[src/rtl/lane_flag_reader.sv]
// -----------------------------------------------------------------------------
// lane_flag_reader
//
// Read side for replicated per-lane writers. Each lane k posts a payload with a
// one-cycle pulse on set_i[k]. The payload goes into a per-lane holding
// register and is marked pending. A round-robin scanner moves pending lanes,
// one at a time, onto a single valid/ready output stream.
//
// Output handshake: an entry is offered while out_valid_o is high. It is
// transferred on the rising edge where out_valid_o and out_ready_i are both
// high. out_lane_o and out_data_o hold steady from the cycle out_valid_o rises
// until that transfer. out_ready_i is ignored while out_valid_o is low.
//
// Ports
//   clk          in   1                 clock, all state on rising edge
//   rst_n        in   1                 asynchronous active-low reset
//   set_i        in   LANES             per-lane post pulse
//   set_data_i   in   LANES*PAYLOAD_W   lane k payload at [k*PAYLOAD_W +: PAYLOAD_W]
//   out_valid_o  out  1                 output entry valid
//   out_ready_i  in   1                 downstream accept
//   out_lane_o   out  IDX_W             lane index of presented entry
//   out_data_o   out  PAYLOAD_W         payload of presented entry
//   pending_o    out  LANES             per-lane holding register occupied
//   overflow_o   out  LANES             sticky: lane posted while already pending
//   clr_ovf_i    in   1                 clears all overflow bits
//   state_o      out  1                 scanner FSM state (0 = IDLE, 1 = PRESENT)
// -----------------------------------------------------------------------------
module lane_flag_reader #(
  parameter int LANES     = 4,
  parameter int PAYLOAD_W = 8,
  localparam int IDX_W    = $clog2(LANES)
) (
  input  logic                       clk,
  input  logic                       rst_n,
  input  logic [LANES-1:0]           set_i,
  input  logic [LANES*PAYLOAD_W-1:0] set_data_i,
  output logic                       out_valid_o,
  input  logic                       out_ready_i,
  output logic [IDX_W-1:0]           out_lane_o,
  output logic [PAYLOAD_W-1:0]       out_data_o,
  output logic [LANES-1:0]           pending_o,
  output logic [LANES-1:0]           overflow_o,
  input  logic                       clr_ovf_i,
  output logic [0:0]                 state_o
);

  localparam logic [0:0] ST_IDLE    = 1'b0;
  localparam logic [0:0] ST_PRESENT = 1'b1;

  logic [0:0]           state_q;
  logic [IDX_W-1:0]     ptr_q;
  logic [IDX_W-1:0]     lane_q;
  logic [PAYLOAD_W-1:0] data_q;

  logic [LANES-1:0]     pending_q;
  logic [LANES-1:0]     overflow_q;
  logic [PAYLOAD_W-1:0] hold_q [LANES];

  // One-hot: the lane whose holding register is moved to the output this cycle.
  logic [LANES-1:0]     load_vec;

  logic                 sel_found;
  logic [IDX_W-1:0]     sel_idx;
  logic [IDX_W:0]       cand;
  logic [IDX_W-1:0]     ptr_inc;

  // ---------------------------------------------------------------------------
  // Per-lane holding registers
  // ---------------------------------------------------------------------------
  for (genvar k = 0; k < LANES; k++) begin : g_lane
    logic                 lane_pend;
    logic                 lane_ovf;
    logic [PAYLOAD_W-1:0] lane_hold;
    logic [PAYLOAD_W-1:0] lane_payload;

    assign lane_payload = set_data_i[k*PAYLOAD_W +: PAYLOAD_W];

    always_ff @(posedge clk or negedge rst_n) begin
      if (!rst_n) begin
        lane_pend <= 1'b0;
        lane_ovf  <= 1'b0;
        lane_hold <= '0;
      end else begin
        // A load in the same cycle reads the old value (non-blocking), so the
        // new payload is captured without losing the one going out.
        if (set_i[k]) begin
          lane_hold <= lane_payload;
        end

        if (set_i[k]) begin
          lane_pend <= 1'b1;
        end else if (load_vec[k]) begin
          lane_pend <= 1'b0;
        end

        // Overwriting an entry that nobody has taken is the only way data is
        // lost. A fresh overflow event beats a simultaneous clear.
        if (set_i[k] && lane_pend && !load_vec[k]) begin
          lane_ovf <= 1'b1;
        end else if (clr_ovf_i) begin
          lane_ovf <= 1'b0;
        end
      end
    end

    assign pending_q[k]  = lane_pend;
    assign overflow_q[k] = lane_ovf;
    assign hold_q[k]     = lane_hold;
  end

  // ---------------------------------------------------------------------------
  // Round-robin selection: first pending lane at or after ptr_q, with wrap.
  // ptr_q and the loop offset are both below LANES, so one conditional
  // subtraction brings the candidate back into range.
  // ---------------------------------------------------------------------------
  always_comb begin
    sel_found = 1'b0;
    sel_idx   = '0;
    cand      = '0;
    for (int i = 0; i < LANES; i++) begin
      cand = {1'b0, ptr_q} + (IDX_W+1)'(i);
      if (cand >= (IDX_W+1)'(LANES)) begin
        cand = cand - (IDX_W+1)'(LANES);
      end
      if (!sel_found && pending_q[cand[IDX_W-1:0]]) begin
        sel_found = 1'b1;
        sel_idx   = cand[IDX_W-1:0];
      end
    end
  end

  always_comb begin
    load_vec = '0;
    if (state_q == ST_IDLE && sel_found) begin
      load_vec[sel_idx] = 1'b1;
    end
  end

  // After the last lane is served, the next search starts at lane 0.
  assign ptr_inc = (lane_q == IDX_W'(LANES-1)) ? '0 : lane_q + IDX_W'(1);

  // ---------------------------------------------------------------------------
  // Scanner FSM
  // ---------------------------------------------------------------------------
  always_ff @(posedge clk or negedge rst_n) begin
    if (!rst_n) begin
      state_q <= ST_IDLE;
      ptr_q   <= '0;
      lane_q  <= '0;
      data_q  <= '0;
    end else begin
      case (state_q)
        ST_IDLE: begin
          if (sel_found) begin
            lane_q  <= sel_idx;
            data_q  <= hold_q[sel_idx];
            state_q <= ST_PRESENT;
          end
        end
        ST_PRESENT: begin
          // lane_q and data_q are left alone here. New posts, including ones
          // to the presented lane, only go into the holding registers.
          if (out_ready_i) begin
            ptr_q   <= ptr_inc;
            state_q <= ST_IDLE;
          end
        end
        default: begin
          state_q <= ST_IDLE;
        end
      endcase
    end
  end

  assign out_valid_o = (state_q == ST_PRESENT);
  assign out_lane_o  = lane_q;
  assign out_data_o  = data_q;
  assign pending_o   = pending_q;
  assign overflow_o  = overflow_q;
  assign state_o     = state_q;

endmodule

[config.mk]
export PLATFORM = sky130hd
export DESIGN_NAME = lane_flag_reader
export DESIGN_NICKNAME = d
export VERILOG_FILES = /design/src/rtl/lane_flag_reader.sv
export SDC_FILE = /design/constraint.sdc
export NUM_CORES = 1
export LEC_CHECK = 0
export ABC_CLOCK_PERIOD_IN_PS = 2300
export CAP_MARGIN = 20
export CELL_PAD_IN_SITES_DETAIL_PLACEMENT = 1
export CELL_PAD_IN_SITES_GLOBAL_PLACEMENT = 1
export CORE_UTILIZATION = 39
export DETAILED_ROUTE_END_ITERATION = 6
export GPL_TIMING_DRIVEN = 0
export PLACE_DENSITY_LB_ADDON = 0.1
export SLEW_MARGIN = 25
export SYNTH_ARGS = -nofsm -noshare
export SYNTH_HDL_FRONTEND = slang
export SYNTH_SLANG_ARGS = --single-unit
[constraint.sdc]
create_clock -name clk -period 2.3 [get_ports clk]
set_input_delay 0.46 -clock clk [delete_from_list [all_inputs] [get_ports clk]]
set_output_delay 0.46 -clock clk [all_outputs]
set_load 0.02 [all_outputs]
==> results of run 1 <==
flip-flops by register name, summed over array words and instances, names as in the netlist:
register	flops
out_data_o	8
out_lane_o	2
g_lane.lane_ovf	4
g_lane.lane_hold	32
g_lane.lane_pend	4
ptr_q	2
out_valid_o	1
cells by family after synthesis:
group / after synthesis / share of synthesized area
AO/OA/AOI/OAI: 31 / 0.1031
adder cells (fa/ha/maj): 1 / 0.005205
buffers and inverters: 26 / 0.05882
flip-flops: 53 / 0.5518
multiplexers: 43 / 0.1963
AND/OR/NAND/NOR: 36 / 0.08486
cells in the mapped netlist, drive strengths merged:
library cell	number	area [um^2]
a21bo	1	10.01
nor2b	1	6.260
a311oi	1	15.01
nor3	1	16.27
a21oi	1	5.000
o31ai	1	7.510
and2	9	56.31
nor4	1	6.260
o41ai	1	16.27
ha	1	12.51
inv	9	33.78
nand3	1	17.52
nand2b	2	12.51
o22ai	4	25.02
or2	3	18.77
dfrtp	53	1326
nand2	8	30.03
a221oi	8	70.07
buf	13	92.58
a21o	2	15.01
mux2i	10	100.1
and3	1	6.260
o21ai	4	23.77
mux2	33	371.6
nor2	9	33.78
a211oi	8	60.06
clkbuf	4	15.01
per-stage QoR:
| step | worst slack, ns | total power [mW] | instances |
|---|---|---|---|
| 2_1_floorplan | 0.6600 | 1.993 | 190 |
| 3_3_place_gp | -0.9259 | 2.459 | 320 |
| 6_report | 0.2399 | 3.120 | 329 |
| 4_1_cts | 0.2149 | 3.161 | 329 |
| 3_5_place_dp | 0.2360 | 2.502 | 321 |
| 5_1_grt | 0.09379 | 3.307 | 329 |
power by group:
part | switching (mW) | total (mW) | internal, mW
logic | 0.594 | 1.19 | 0.594
registers | 0.155 | 1.28 | 1.12
clock network | 0.301 | 0.655 | 0.354
worst paths after layout:
| path | cells past startpoint | from | slack (ns) | end |
|---|---|---|---|---|
| max reg2reg | 5 | g_lane[2].lane_pend | 0.24 | out_data_o[1] |
| min | 1 | rst_n | 0.03 | g_lane[3].lane_ovf |
| min reg2reg | 1 | g_lane[1].lane_hold[1] | 0.51 | g_lane[1].lane_hold[1] |
| max | 5 | g_lane[2].lane_pend | 0.24 | out_data_o[1] |
| min in group clk | 1 | g_lane[1].lane_hold[1] | 0.51 | g_lane[1].lane_hold[1] |
| max in group asynchronous | 2 | rst_n | 1.81 | g_lane[1].lane_hold[3] |
cell type report:
cell class                      instances  area share
Buffer                                 17     0.03378
Clock buffer                            6     0.02592
Clock inverter                          2     0.01178
Inverter                                9     0.01060
Multi-Input combinational cell        111      0.2938
Sequential cell                        53      0.4163
Tap cell                               75     0.02946
Timing Repair Buffer                   56      0.1783
critical path, delay by kind of cell (launching register included):
kind	cells	cell delay (ns)
DFF	1	0.49
and+or+nand+nor	2	0.63
AOI/OAI and AO/OA	3	0.79
layer usage:
| metal | track usage | vias to the layer above | part of all wire |
|---|---|---|---|
| met4 | 0.06429 | 0 | 0.0090 |
| li1 | - | 789 | - |
| met1 | 0.2374 | 855 | 0.43 |
| met2 | 0.3297 | 37 | 0.53 |
| met5 | 0 | - | 0 |
| met3 | 0.03750 | 4 | 0.028 |
==> results by group, run 1 <==
Status
  – Status: finished, final reports clean

Detailed routing
  – Final WL: 5244 um
  – Antenna Nets Post-Route: 0
  – Detailed router's first-iteration violation count: 50
  – DRC: 0
  – Vias after detailed routing: 1,685
  – WL/cell: 15.94 um
  – Detailed Routing Iterations Pass 1: 5
  – Vias per std cell: 5.122

Yosys
  – Post-Syn Area: about 2400 um^2
  – Syn avg cell area: ~13 um^2
  – FF+latch count, synth: 53
  – Ys Warns: 0
  – Syn nets: 231
  – Mapped Cells: 190
  – Post-synth cell types: 34
  – Seq/Total Area, Yosys: 0.5518

Timing
  – Setup Skew: approximately 0.0074 ns
  – Slew HR: 0.5664
  – Min Tclk post-route: 2.060 ns
  – Fin crit share: 0.8957
  – Fmax: 0.4854 GHz
  – Tightest Pin Transition: 0.6480 ns
  – Final hold vios: 0
  – Setup_tns: 0 ns
  – # setup viols final: 0
  – Hold Worst Slack: around 0.030 ns
  – RSZ-0062 raised after global routing: false
  – Pins over their slew limit: 0

Finish
  – Nets@finish: about 300
  – Area Overhead vs Synth: 32.54%
  – Post-route cell area: 3186 um^2
  – Layout cells sized above 1: 0.2362
  – Most frequent cells in the layout: clkdlybuf4s50_1 (54), dfrtp_1 (53), mux2_2 (33), mux2i_1 (10), buf_4 (10)
  – Multi-input gate area: 935.9 um^2
  – Antenna diode count: 0
  – Commonest non-fill, non-tap cell in the layout: clkdlybuf4s50_1
  – Layout fillers: 614
  – Storage cell area: roughly 1300 um^2
  – Post-Route Utilization: 0.5380

Place
  – PortBufs: 55
  – DPL Wire Length: 4051 um
  – Placed Area: 3065 um^2
  – GP Congestion: 0.7185

Clock tree
  – Post-CTS setup buffers: 0
  – CTS resizes: 0
  – Clk_lat worst skew: about 0.31 ns
  – Total clock sinks: 53
  – CTS buffer count: 5
  – Clock Pin Slew Worst Setup and Hold Paths: 0.10 ns
  – H-Tree Depth: 2
  – Clock buffer depth: 2
  – Hold buffers post-CTS: 0
  – CTS tree: built
  – Root buf cell: clkbuf_8

Global routing
  – Largest net degree at the start of global routing: 34
  – Global-route wire length before repair: around 9100 um
  – Initial antenna violation count: 0
  – Grt ovf: 0
  – Vias in the first global route: 1,784
  – Gr usage total: 0.1911

Critical path
  – CP startpoint kind: flop
  – Setup crit end kind: flop
  – Slowest cell on crit path: nor2_1
  – CP cell instances: nor4_1 -> nor2_1 -> o21ai_2 -> a221oi_1 -> a211oi_1
  – Worst path max stage delay: slightly above 0.5 ns
  – Critical path class: flop to flop
  – Req. time, crit path: around 2.5 ns
  – CP max FO: 10
  – Critical Path AT: 2.23 ns

Power and ir drop
  – Maximum vdd drop: 603.0 uV
  – Pwr Density: 979.5 nW/um^2
  – Leak Pwr: 1.360 nW

Floorplanning
  – Number of core rows: 28
  – Starting density of the core: 0.4060
  – I/O pin total: 60
  – Die height: around 81 um
  – Full die area: about 6500 um^2
  – Core Area: 5921 um^2
  – DIE WIDTH: 80.51 um

Job
  – Max-Cap Viols: 0

Hold path
  – HP Class: input port to asynchronous set/reset pin
No activity file was read; power rests on OpenSTA's default activity.
==> run 2: changes to the inputs <==
CAP_MARGIN = 5   (was 20)
SKIP_CTS_REPAIR_TIMING = 1   (was unset)
==> results of run 2 <==
No change in the layout: final DEF, timing and power equal those of run 1.
